**config.mk**
```make
export PLATFORM = sky130hd
export DESIGN_NAME = mux2_rr_arbiter
export DESIGN_NICKNAME = d
export VERILOG_FILES = /design/src/rtl/mux2_rr_arbiter.sv
export SDC_FILE = /design/constraint.sdc
export NUM_CORES = 1
export LEC_CHECK = 0
export ABC_AREA = 1
export CAP_MARGIN = 10
export CORE_UTILIZATION = 25
export DETAILED_ROUTE_END_ITERATION = 8
export PLACE_DENSITY = 0.61
export SETUP_SLACK_MARGIN = 0.1
export SYNTH_ARGS = -nofsm -noshare
export SYNTH_HDL_FRONTEND = slang
export SYNTH_SLANG_ARGS = --single-unit
```
**constraint.sdc**
```tcl
create_clock -name clk -period 1.9 [get_ports clk]
set_clock_uncertainty 0.15 [all_clocks]
set_input_delay 0.38 -clock clk [delete_from_list [all_inputs] [get_ports clk]]
set_output_delay 0.38 -clock clk [all_outputs]
set_load 0.02 [all_outputs]
```
**src/rtl/mux2_rr_arbiter.sv**
```systemverilog
// mux2_rr_arbiter: two-requester round-robin arbiter with burst limit, driving a shared 2:1 mux
// into a one-entry registered output stage.
module mux2_rr_arbiter #(
    parameter int DATA_W    = 8,
    parameter int BURST_MAX = 4
) (
    input  logic              clk,
    input  logic              rst,
    input  logic [1:0]        i_req_valid,
    input  logic [DATA_W-1:0] i_req_data0,
    input  logic [DATA_W-1:0] i_req_data1,
    output logic [1:0]        o_req_ready,
    output logic              o_sel,
    output logic              o_out_valid,
    output logic [DATA_W-1:0] o_out_data,
    output logic              o_out_src,
    input  logic              i_out_ready
);
    localparam int CW = $clog2(BURST_MAX + 1);
    typedef enum logic [1:0] {IDLE, GNT0, GNT1} state_t;
    state_t            r_state, w_state_nxt;
    logic [CW-1:0]     r_cnt, w_cnt_nxt, w_cnt_inc;
    logic              r_last, w_last_nxt;
    logic              r_sel, w_sel_nxt;
    logic              r_out_valid, r_out_src;
    logic [DATA_W-1:0] r_out_data;
    logic              w_k, w_space, w_own, w_other, w_acc, w_burst_end;
    always_comb begin
        w_k         = r_state == GNT1;
        w_space     = ~r_out_valid | i_out_ready;
        o_req_ready = {2{w_space}} & {r_state == GNT1, r_state == GNT0};
        w_own       = i_req_valid[w_k];
        w_other     = i_req_valid[~w_k];
        w_acc       = |(i_req_valid & o_req_ready);
        w_cnt_inc   = r_cnt + CW'(1);
        w_burst_end = w_acc && (w_cnt_inc == CW'(BURST_MAX));
        w_state_nxt = r_state;
        w_cnt_nxt   = w_acc ? w_cnt_inc : r_cnt;
        w_last_nxt  = r_last;
        if (r_state == IDLE) begin
            w_state_nxt = i_req_valid == 2'b11 ? (r_last ? GNT0 : GNT1) :
                          i_req_valid[1] ? GNT1 : i_req_valid[0] ? GNT0 : IDLE;
        end else if (!w_own || (w_burst_end && w_other)) begin
            // Hand over directly to a waiting peer, otherwise fall back to IDLE
            w_state_nxt = w_other ? (w_k ? GNT0 : GNT1) : IDLE;
            w_last_nxt  = w_k;
            w_cnt_nxt   = '0;
        end else if (w_burst_end) begin
            w_cnt_nxt = '0;
        end
        w_sel_nxt = w_state_nxt == IDLE ? r_sel : w_state_nxt == GNT1;
    end
    always_ff @(posedge clk) begin
        if (rst) begin
            r_state     <= IDLE;
            r_sel       <= 1'b0;
            r_out_valid <= 1'b0;
            r_out_data  <= '0;
            r_out_src   <= 1'b0;
            r_cnt       <= '0;
            r_last      <= 1'b1;
        end else begin
            r_state <= w_state_nxt;
            r_sel   <= w_sel_nxt;
            r_cnt   <= w_cnt_nxt;
            r_last  <= w_last_nxt;
            if (w_acc) begin
                r_out_data  <= r_sel ? i_req_data1 : i_req_data0;
                r_out_src   <= w_k;
                r_out_valid <= 1'b1;
            end else if (i_out_ready) begin
                r_out_valid <= 1'b0;
            end
        end
    end
    assign o_sel       = r_sel;
    assign o_out_valid = r_out_valid;
    assign o_out_data  = r_out_data;
    assign o_out_src   = r_out_src;
endmodule

```
-- After elaboration in Yosys (flattened, before gate mapping)
Cells that the tools add are included.
- flip-flop bits (word level): 17
- output and inout bits: 13
- $lt $le $gt $ge: 2
- reduce and logical (&&, ||, !) cells: 9
- add/sub/neg operators: 1
- bitwise operators: 6
- muxes and demuxes: 19
- equal/unequal tests: 5
- operators with widths (operator ; count):
    2-to-1 mux 2 bit ; 7
    2-to-1 mux 3 bit ; 4
    2-to-1 mux 8 bit ; 1
    2-to-1 mux 1 bit ; 7
    == test 2 bit, second input constant ; 3
    AND 2 bit ; 2
    zero test 2 bit ; 2
    < comparator 1 x 2 -> 1 bit, second input constant ; 2
    adder 3 x 1 -> 3 bit, second input constant ; 1
    == test 3 bit, second input constant ; 1
    NOT 1 bit ; 3
    == test 2 x 1 -> 1 bit, second input constant ; 1
    logical AND 1 bit ; 2
    AND reduction 2 bit ; 1
    nonzero test 2 bit ; 1
    OR reduction 2 bit ; 1
    zero test 1 bit ; 1
    logical OR 1 bit ; 1
    OR 1 bit ; 1

-- Depth between registers and ports, before layout
Gate-level depths: netlist of run 1.
- depth after elaboration: 11
- gate-level depth with buffers: 11
- mapped depth without buffers: 11

-- Worst setup path after synthesis of run 1
OpenSTA, ideal clock, no wires.
- path kind: input -> output
- start: in i_out_ready
- end: out o_req_ready[0]
- required time: 1370 ps
- stages: 4
- path slack: 356 ps
- data arrival time: 1014 ps
- path through: inv_1 nand2_1 inv_1 nor3_1
- longest elaborated chain between the ends: 2
- RTL lines (what ; line ; text):
    start, declared ; 17 ; input logic i_out_ready
    OR 1 bit ; 30 ; w_space = ~r_out_valid | i_out_ready;
    AND 2 bit ; 31 ; o_req_ready = {2{w_space}} & {r_state == GNT1, r_state == GNT0};
    end, declared ; 12 ; output logic [1:0] o_req_ready,
Every way passes these cells.

-- Worst setup path in the final report of run 1
- start: reg r_out_valid, in the netlist o_out_valid
- end: out o_out_valid
- RTL lines (what ; line ; text):
    start, declared ; 25 ; logic r_out_valid, r_out_src;
    start signal, assigned ; 57 ; r_out_valid <= 1'b0;
    start signal, assigned ; 70 ; r_out_valid <= 1'b1;
    start signal, assigned ; 72 ; r_out_valid <= 1'b0;
    end, declared ; 14 ; output logic o_out_valid,
No word-level cell between the ends.

==> results of run 1 <==
power by group through the flow:
stage	Sequential [mW]	Clock (mW)	Combinational, mW
after global placement	0.423	0	0.318
after global routing	0.422	0.209	0.345
after detailed placement	0.424	0	0.322
after floorplan	0.454	0	0.138
after CTS	0.417	0.201	0.317
final	0.417	0.185	0.314
flip-flops by register name, summed over array words and instances (netlist names):
| signal | flops |
|---|---|
| r_cnt | 3 |
| o_out_data | 8 |
| o_out_src | 1 |
| o_out_valid | 1 |
| r_state | 2 |
| o_sel | 1 |
| r_last | 1 |
tightest hold or removal path, stage by stage (launching register included):
cell	delay [ps]
sky130_fd_sc_hd__dfxtp_1	320
sky130_fd_sc_hd__nand2_1	60
sky130_fd_sc_hd__a21oi_1	50
cell families (layout without fill, tap and decap cells):
logic type                 Yosys count  in the layout  share of synthesized area [%]
xor gates and xnor gates             1              1                          1.018
adders and majority gates            2              2                          2.907
buffers and inverters               20             64                          9.155
and+or+nand+nor                     50             50                          27.33
AOI/OAI and AO/OA                   30             30                          20.06
DFF                                 17             17                          39.54
cells in the mapped netlist, drive strengths merged:
master / instances / area share, %
ha: 2 / 2.9
clkinv: 1 / 0.44
a21oi: 4 / 2.3
nand2: 33 / 16
a21boi: 1 / 0.87
nand4: 1 / 0.73
buf: 2 / 1.0
clkbuf: 2 / 1.2
nor3: 1 / 0.58
inv: 15 / 6.5
nor2: 8 / 3.8
a31oi: 9 / 6.5
xnor2: 1 / 1.0
o21ai: 14 / 8.6
o211ai: 2 / 1.7
nand3: 7 / 6.1
dfxtp: 17 / 40
per-layer routing:
layer,routed length (um),vias to the layer above,share of wire (%)
li1,-,482,-
met1,894,409,43
met2,993,25,48
met3,167,4,8.0
met4,29,0,1.4
met5,0,-,0
cell type report:
cell class	instances	area share, %
clock buffer	3	1.653
clock inverter	1	0.3673
inverter	16	4.408
multi-input combinational	83	33.15
sequential	17	25.07
tap	44	4.040
timing repair buffer	44	31.31
what timing repair did:
item                                    in CTS  in global routing
endpoints found under the setup margin       3                 10
pin swaps                                    0                  1
resized for setup                           10                 15
hold buffers                                 0                  0
setup buffers                                0                  1
worst max-delay path by stage:
stage | slack, ps | endpoint | cells after the start
after CTS | 50 | o_req_ready[0] | 6
after global routing | 90 | o_out_valid | 1
after detailed placement | -390 | o_req_ready[0] | 6
after global placement | -360 | o_req_ready[0] | 6
after floorplan | 360 | o_req_ready[0] | 4
final | 140 | o_out_valid | 1
==> results.sh, run 1 <==
export IMPL_outcome="complete, no violations"
export IMPL_worstSetupEndpointType="output pin"
export IMPL_yosys_register_bits=17
export IMPL_clock_transition_at_the_registers_of_the_reported_paths_ps=100
export IMPL_detail_route_wl_per_cell_um=10.02
export IMPL_crit_buf_inv=1
export IMPL_whs_path_depth=2
export IMPL_synthDistinctLibCells=26
export IMPL_critPathMaxFanout=2
export IMPL_most_common_cell_after_layout_fill_and_taps_aside="sky130_fd_sc_hd__nand2_1"
export IMPL_final_cell_area_mm2=0.001363
export IMPL_synthesis_yosys_warnings=0
export IMPL_report_final_setup_viol=0
export IMPL_power_sequential_fraction_pct=45.5
export IMPL_io_pin_count=34
export IMPL_pwr_share_clk_pct=20.2
export IMPL_power_per_cell_area_mw_per_mm2=672.3
export IMPL_instances_no_fill=208
export IMPL_place_inst=203
export IMPL_largest_net_degree_at_the_start_of_global_routing=18
export IMPL_hp_start="o_out_src$_SDFFE_PP0N_"
export IMPL_irDropWorstVdd_v=0.0002790
export IMPL_tightest_slew_ps=308.0
export IMPL_slew_limit_headroom_pct=79.44
export IMPL_synth_seq_area_share_pct=39.53
export IMPL_dp_hpwl_um=1676
export IMPL_cellLeakagePower_nw=0.7284
export IMPL_crit_reg2reg_capture="r_state[0]$_SDFF_PP0_"
export IMPL_min_period_over_period_pct=92.83
export IMPL_hold_viol_final=0
export IMPL_cts_root_buf="sky130_fd_sc_hd__clkbuf_4"
export IMPL_wire_length_of_the_first_global_routing_pass_um=3539
export IMPL_wirelength_um=2085
export IMPL_die_w_um=60.68
export IMPL_hold_path_end="o_out_src$_SDFFE_PP0N_"
export IMPL_placed_area_mm2=0.001303
export IMPL_layout_common_cells="28 x sky130_fd_sc_hd__nand2_1, 21 x sky130_fd_sc_hd__clkdlybuf4s50_1, 16 x sky130_fd_sc_hd__dfxtp_1, 13 x sky130_fd_sc_hd__inv_1, 12 x sky130_fd_sc_hd__buf_4"
export IMPL_worstSetupStartpointType="register"
export IMPL_final_count_of_pins_violating_max_slew=0
export IMPL_htree_num_levels=1
export IMPL_p_switching_mw=0.2955
export IMPL_p_comb_share_pct=34.3
export IMPL_crit_path_top_delay_cell="sky130_fd_sc_hd__clkdlybuf4s50_1"
export IMPL_vias_in_the_first_global_route=901
export IMPL_synth_net_count=143
export IMPL_hold_path_class="register to register"
export IMPL_reg2reg_from="r_state[0]$_SDFF_PP0_"
export IMPL_seqCellArea_um2=341.6
export IMPL_detailed_route_iter0_violations=14
export IMPL_timing_critical_path_cells="clkdlybuf4s50_1"
export IMPL_cts_buffers_inserted=3
export IMPL_fin_util_pct=43.21
export IMPL_drt_drc_violations_left=0
export IMPL_grt_ovfl_total=0
export IMPL_ctsLongestPathBuffers=2
export IMPL_cts_sinks=17
export IMPL_longest_individual_stage_delay_on_the_worst_path_ps=610
export IMPL_timing_reg2reg_setup_slack_ps=270
export IMPL_die_area_mm2=0.003682
export IMPL_max_cap_violations=0
export IMPL_finalHoldWorstSlack_ps=320.4
export IMPL_arrival_ps=1230
export IMPL_die_y_um=60.68
export IMPL_via_to_cell_ratio=4.423
export IMPL_synthToLayoutAreaGrowth_pct=58.29
export IMPL_synthesis_instances=120
export IMPL_cell_internal_pwr_mw=0.6206
export IMPL_crit_required_ps=1370
export IMPL_switching_share_pct=32.26
export IMPL_multi_input_comb_area_um2=451.7
export IMPL_synthesis_area_per_instance_um2=7.174
export IMPL_initial_core_util_pct=27.30
export IMPL_portBuffers=33
export IMPL_fin_setup_tns_ps=0
export IMPL_r2r_cells=10
export IMPL_grt_busiest_layer="met2"
export IMPL_setup_worst_path_start="o_out_valid$_SDFFE_PP0P_"
export IMPL_gp_routability_congestion=0.7796
export IMPL_rsz0062_at_grt="true"
export IMPL_detail_route_first_pass_iterations=4
export IMPL_fp_row_count=20
export IMPL_placeableCoreArea_mm2=0.003153
export IMPL_worst_setup_path_type="register to output pin"
export IMPL_power_total_mw=0.9161
export IMPL_grt_antenna_before_repair=0
export IMPL_globalRouteMet2Util_pct=23.08
export IMPL_post_route_min_period_ps=1764
export IMPL_preCtsSetupSlack_ps=-393.3
export IMPL_tritoncts_clock_tree="yes"
export IMPL_antennaDiodeCount=0
export IMPL_layout_filler_cells=352
export IMPL_critical_path_top_delay_family="buffers and inverters"
export IMPL_mappedNetlistArea_um2=860.8
export IMPL_clock_latency_ps=280
export IMPL_aggregate_global_route_resource_usage_pct=12.84
export IMPL_top_achievable_clock_speed_mhz=567.0
export IMPL_design_final_nets=188
export IMPL_setup_ws_ps=136.3
export IMPL_postRouteAntennaNets=0
export IMPL_final_layout_size_suffix_gt1_share_pct=18.90
export IMPL_global_route_usage_met1_pct=13.17
export IMPL_vias=920
export IMPL_grt_met3_usage_pct=4.478
Note: power is estimated with default switching activity, not from simulation.
==> run 2: changes to the inputs <==
- CORE_ASPECT_RATIO: unset -> 0.75
- DONT_BUFFER_PORTS: unset -> 1
- MAX_ROUTING_LAYER: unset -> met4
- PLACE_DENSITY: 0.61 -> 0.48
==> run 2 against run 1 <==
Against the previous run:
- register-to-register slack about the same
- worst hold slack worse by 280 ps
- critical endpoint is now o_req_ready[1]
- via count decreased by 17%
- maximum frequency up 2.8%
==> results.sh, run 2 (same netlist as run 1, synthesis figures left out) <==
export IMPL_ctsLongestPathBuffers=2
export IMPL_place_inst=160
export IMPL_grt_ovfl_total=0
export IMPL_pwr_share_clk_pct=30.0
export IMPL_cts_hold_fix_buffers=0
export IMPL_placeableCoreArea_mm2=0.003288
export IMPL_crit_path_top_delay_cell="sky130_fd_sc_hd__dfxtp_1"
export IMPL_io_pin_count=34
export IMPL_largest_net_degree_at_the_start_of_global_routing=23
export IMPL_worstSetupEndpointType="output pin"
export IMPL_seqCellArea_um2=340.3
export IMPL_fin_setup_tns_ps=0
export IMPL_vias_in_the_first_global_route=754
export IMPL_min_period_over_period_pct=90.31
export IMPL_p_comb_share_pct=19.8
export IMPL_power_total_mw=0.8940
export IMPL_final_count_of_pins_violating_max_slew=0
export IMPL_layout_common_cells="29 x sky130_fd_sc_hd__nand2_1, 17 x sky130_fd_sc_hd__dfxtp_1, 14 x sky130_fd_sc_hd__inv_1, 11 x sky130_fd_sc_hd__o21ai_0, 9 x sky130_fd_sc_hd__a31oi_1"
export IMPL_switching_share_pct=32.15
export IMPL_critPathMaxFanout=5
export IMPL_finalHoldWorstSlack_ps=42.27
export IMPL_final_cell_area_um2=967.2
export IMPL_largest_register_ff_count=8
export IMPL_slew_limit_headroom_pct=74.41
export IMPL_via_to_cell_ratio=4.683
export IMPL_timing_critical_path_cells="inv_1 > nand2_2 > nor2_1"
export IMPL_crit_required_ps=1370
export IMPL_gp_routability_congestion=0.9256
export IMPL_clock_latency_ps=250
export IMPL_tritoncts_clock_tree="yes"
export IMPL_htree_num_levels=1
export IMPL_hold_path_class="input port to register"
export IMPL_instances_no_fill=164
export IMPL_tightest_slew_ps=382.4
export IMPL_final_layout_size_suffix_gt1_share_pct=12.90
export IMPL_cts_repair_resize_count=0
export IMPL_rsz0062_at_grt="false"
export IMPL_power_per_cell_area_mw_per_mm2=924.3
export IMPL_post_route_min_period_ps=1716
export IMPL_detailed_route_iter0_violations=13
export IMPL_max_cap_violations=0
export IMPL_cts_sinks=17
export IMPL_detail_route_first_pass_iterations=4
export IMPL_multi_input_comb_area_um2=441.7
export IMPL_post_cts_setup_buffers=0
export IMPL_grt_antenna_before_repair=0
export IMPL_crit_buf_inv=1
export IMPL_power_sequential_fraction_pct=50.3
export IMPL_synthToLayoutAreaGrowth_pct=12.35
export IMPL_clock_transition_at_the_registers_of_the_reported_paths_ps=70
export IMPL_most_common_cell_after_layout_fill_and_taps_aside="sky130_fd_sc_hd__nand2_1"
export IMPL_report_final_setup_viol=0
export IMPL_critical_path_top_delay_family="simple AND/OR/NAND/NOR gates"
export IMPL_layout_filler_cells=361
export IMPL_antennaDiodeCount=0
export IMPL_worstSetupStartpointType="register"
export IMPL_cell_internal_pwr_mw=0.6065
export IMPL_placed_area_um2=922.1
export IMPL_initial_core_util_pct=26.18
export IMPL_detail_route_wl_per_cell_um=11.60
export IMPL_wire_length_of_the_first_global_routing_pass_um=3291
export IMPL_p_switching_mw=0.2874
export IMPL_drt_drc_violations_left=0
export IMPL_cellLeakagePower_nw=0.4221
export IMPL_design_final_nets=148
export IMPL_hold_viol_final=0
export IMPL_worst_setup_path_type="register to output pin"
export IMPL_die_area_mm2=0.003684
export IMPL_aggregate_global_route_resource_usage_pct=11.65
export IMPL_die_w_um=69.76
export IMPL_top_achievable_clock_speed_mhz=582.8
export IMPL_longest_individual_stage_delay_on_the_worst_path_ps=360
export IMPL_postRouteAntennaNets=0
export IMPL_die_y_um=52.82
export IMPL_outcome="complete, no violations"
export IMPL_portBuffers=0
export IMPL_irDropWorstVdd_v=0.0002535
export IMPL_arrival_ps=1190
export IMPL_fp_row_count=18
export IMPL_vias=768
export IMPL_cts_root_buf="sky130_fd_sc_hd__clkbuf_8"
export IMPL_dp_hpwl_um=1442
export IMPL_cts_buffers_inserted=3
export IMPL_wirelength_um=1903
## run 2: cell count changes in the layout (fill, tap and decap cells not counted), moves of 3 or more
cell / change
sky130_fd_sc_hd__buf_4: -8
sky130_fd_sc_hd__clkbuf_4: -3
sky130_fd_sc_hd__clkbuf_8: +3
sky130_fd_sc_hd__clkdlybuf4s50_1: -21
sky130_fd_sc_hd__dlymetal6s2s_1: -9
## run 2: cell type report
| cell class | instances | area share (%) |
|---|---|---|
| clock buffers | 4 | 4.657 |
| inverters | 16 | 6.210 |
| multi-input cells | 83 | 45.67 |
| flip-flops and latches | 17 | 35.19 |
| well taps | 40 | 5.175 |
| repair buffers | 4 | 3.105 |
## run 2: metal layers
layer	share of wire [%]	vias up	global-route usage, %
li1	-	403	-
met1	49	346	13.76
met2	46	17	19.90
met3	3.6	2	1.923
met4	1.3	0	5.333
met5	0	-	-
## run 2: power by group through the flow
stage	registers [mW]	clock network [mW]	logic, mW
after floorplan	0.454	0	0.138
after global placement	0.456	0	0.176
after detailed placement	0.456	0	0.178
after CTS	0.448	0.284	0.179
after global routing	0.452	0.296	0.203
final	0.449	0.268	0.177
## run 2: worst paths after layout
kind / startpoint / end / slack, ps / depth (start not counted)
max: r_state[0]$_SDFF_PP0_ / o_req_ready[1] / 180 / 3
min: rst / o_out_src$_SDFFE_PP0N_ / 40 / 1
max reg2reg: r_state[1]$_SDFF_PP0_ / r_cnt[1]$_SDFF_PP0_ / 280 / 8
min reg2reg: r_cnt[1]$_SDFF_PP0_ / r_cnt[1]$_SDFF_PP0_ / 350 / 2
## run 2: per-stage QoR
stage          util [%]  setup slack (ps)
2_1_floorplan         -             356.4
3_3_place_gp      28.04             307.6
3_5_place_dp      28.04             295.0
4_1_cts           29.41             184.8
5_1_grt           29.41             111.2
6_report          29.41             184.1
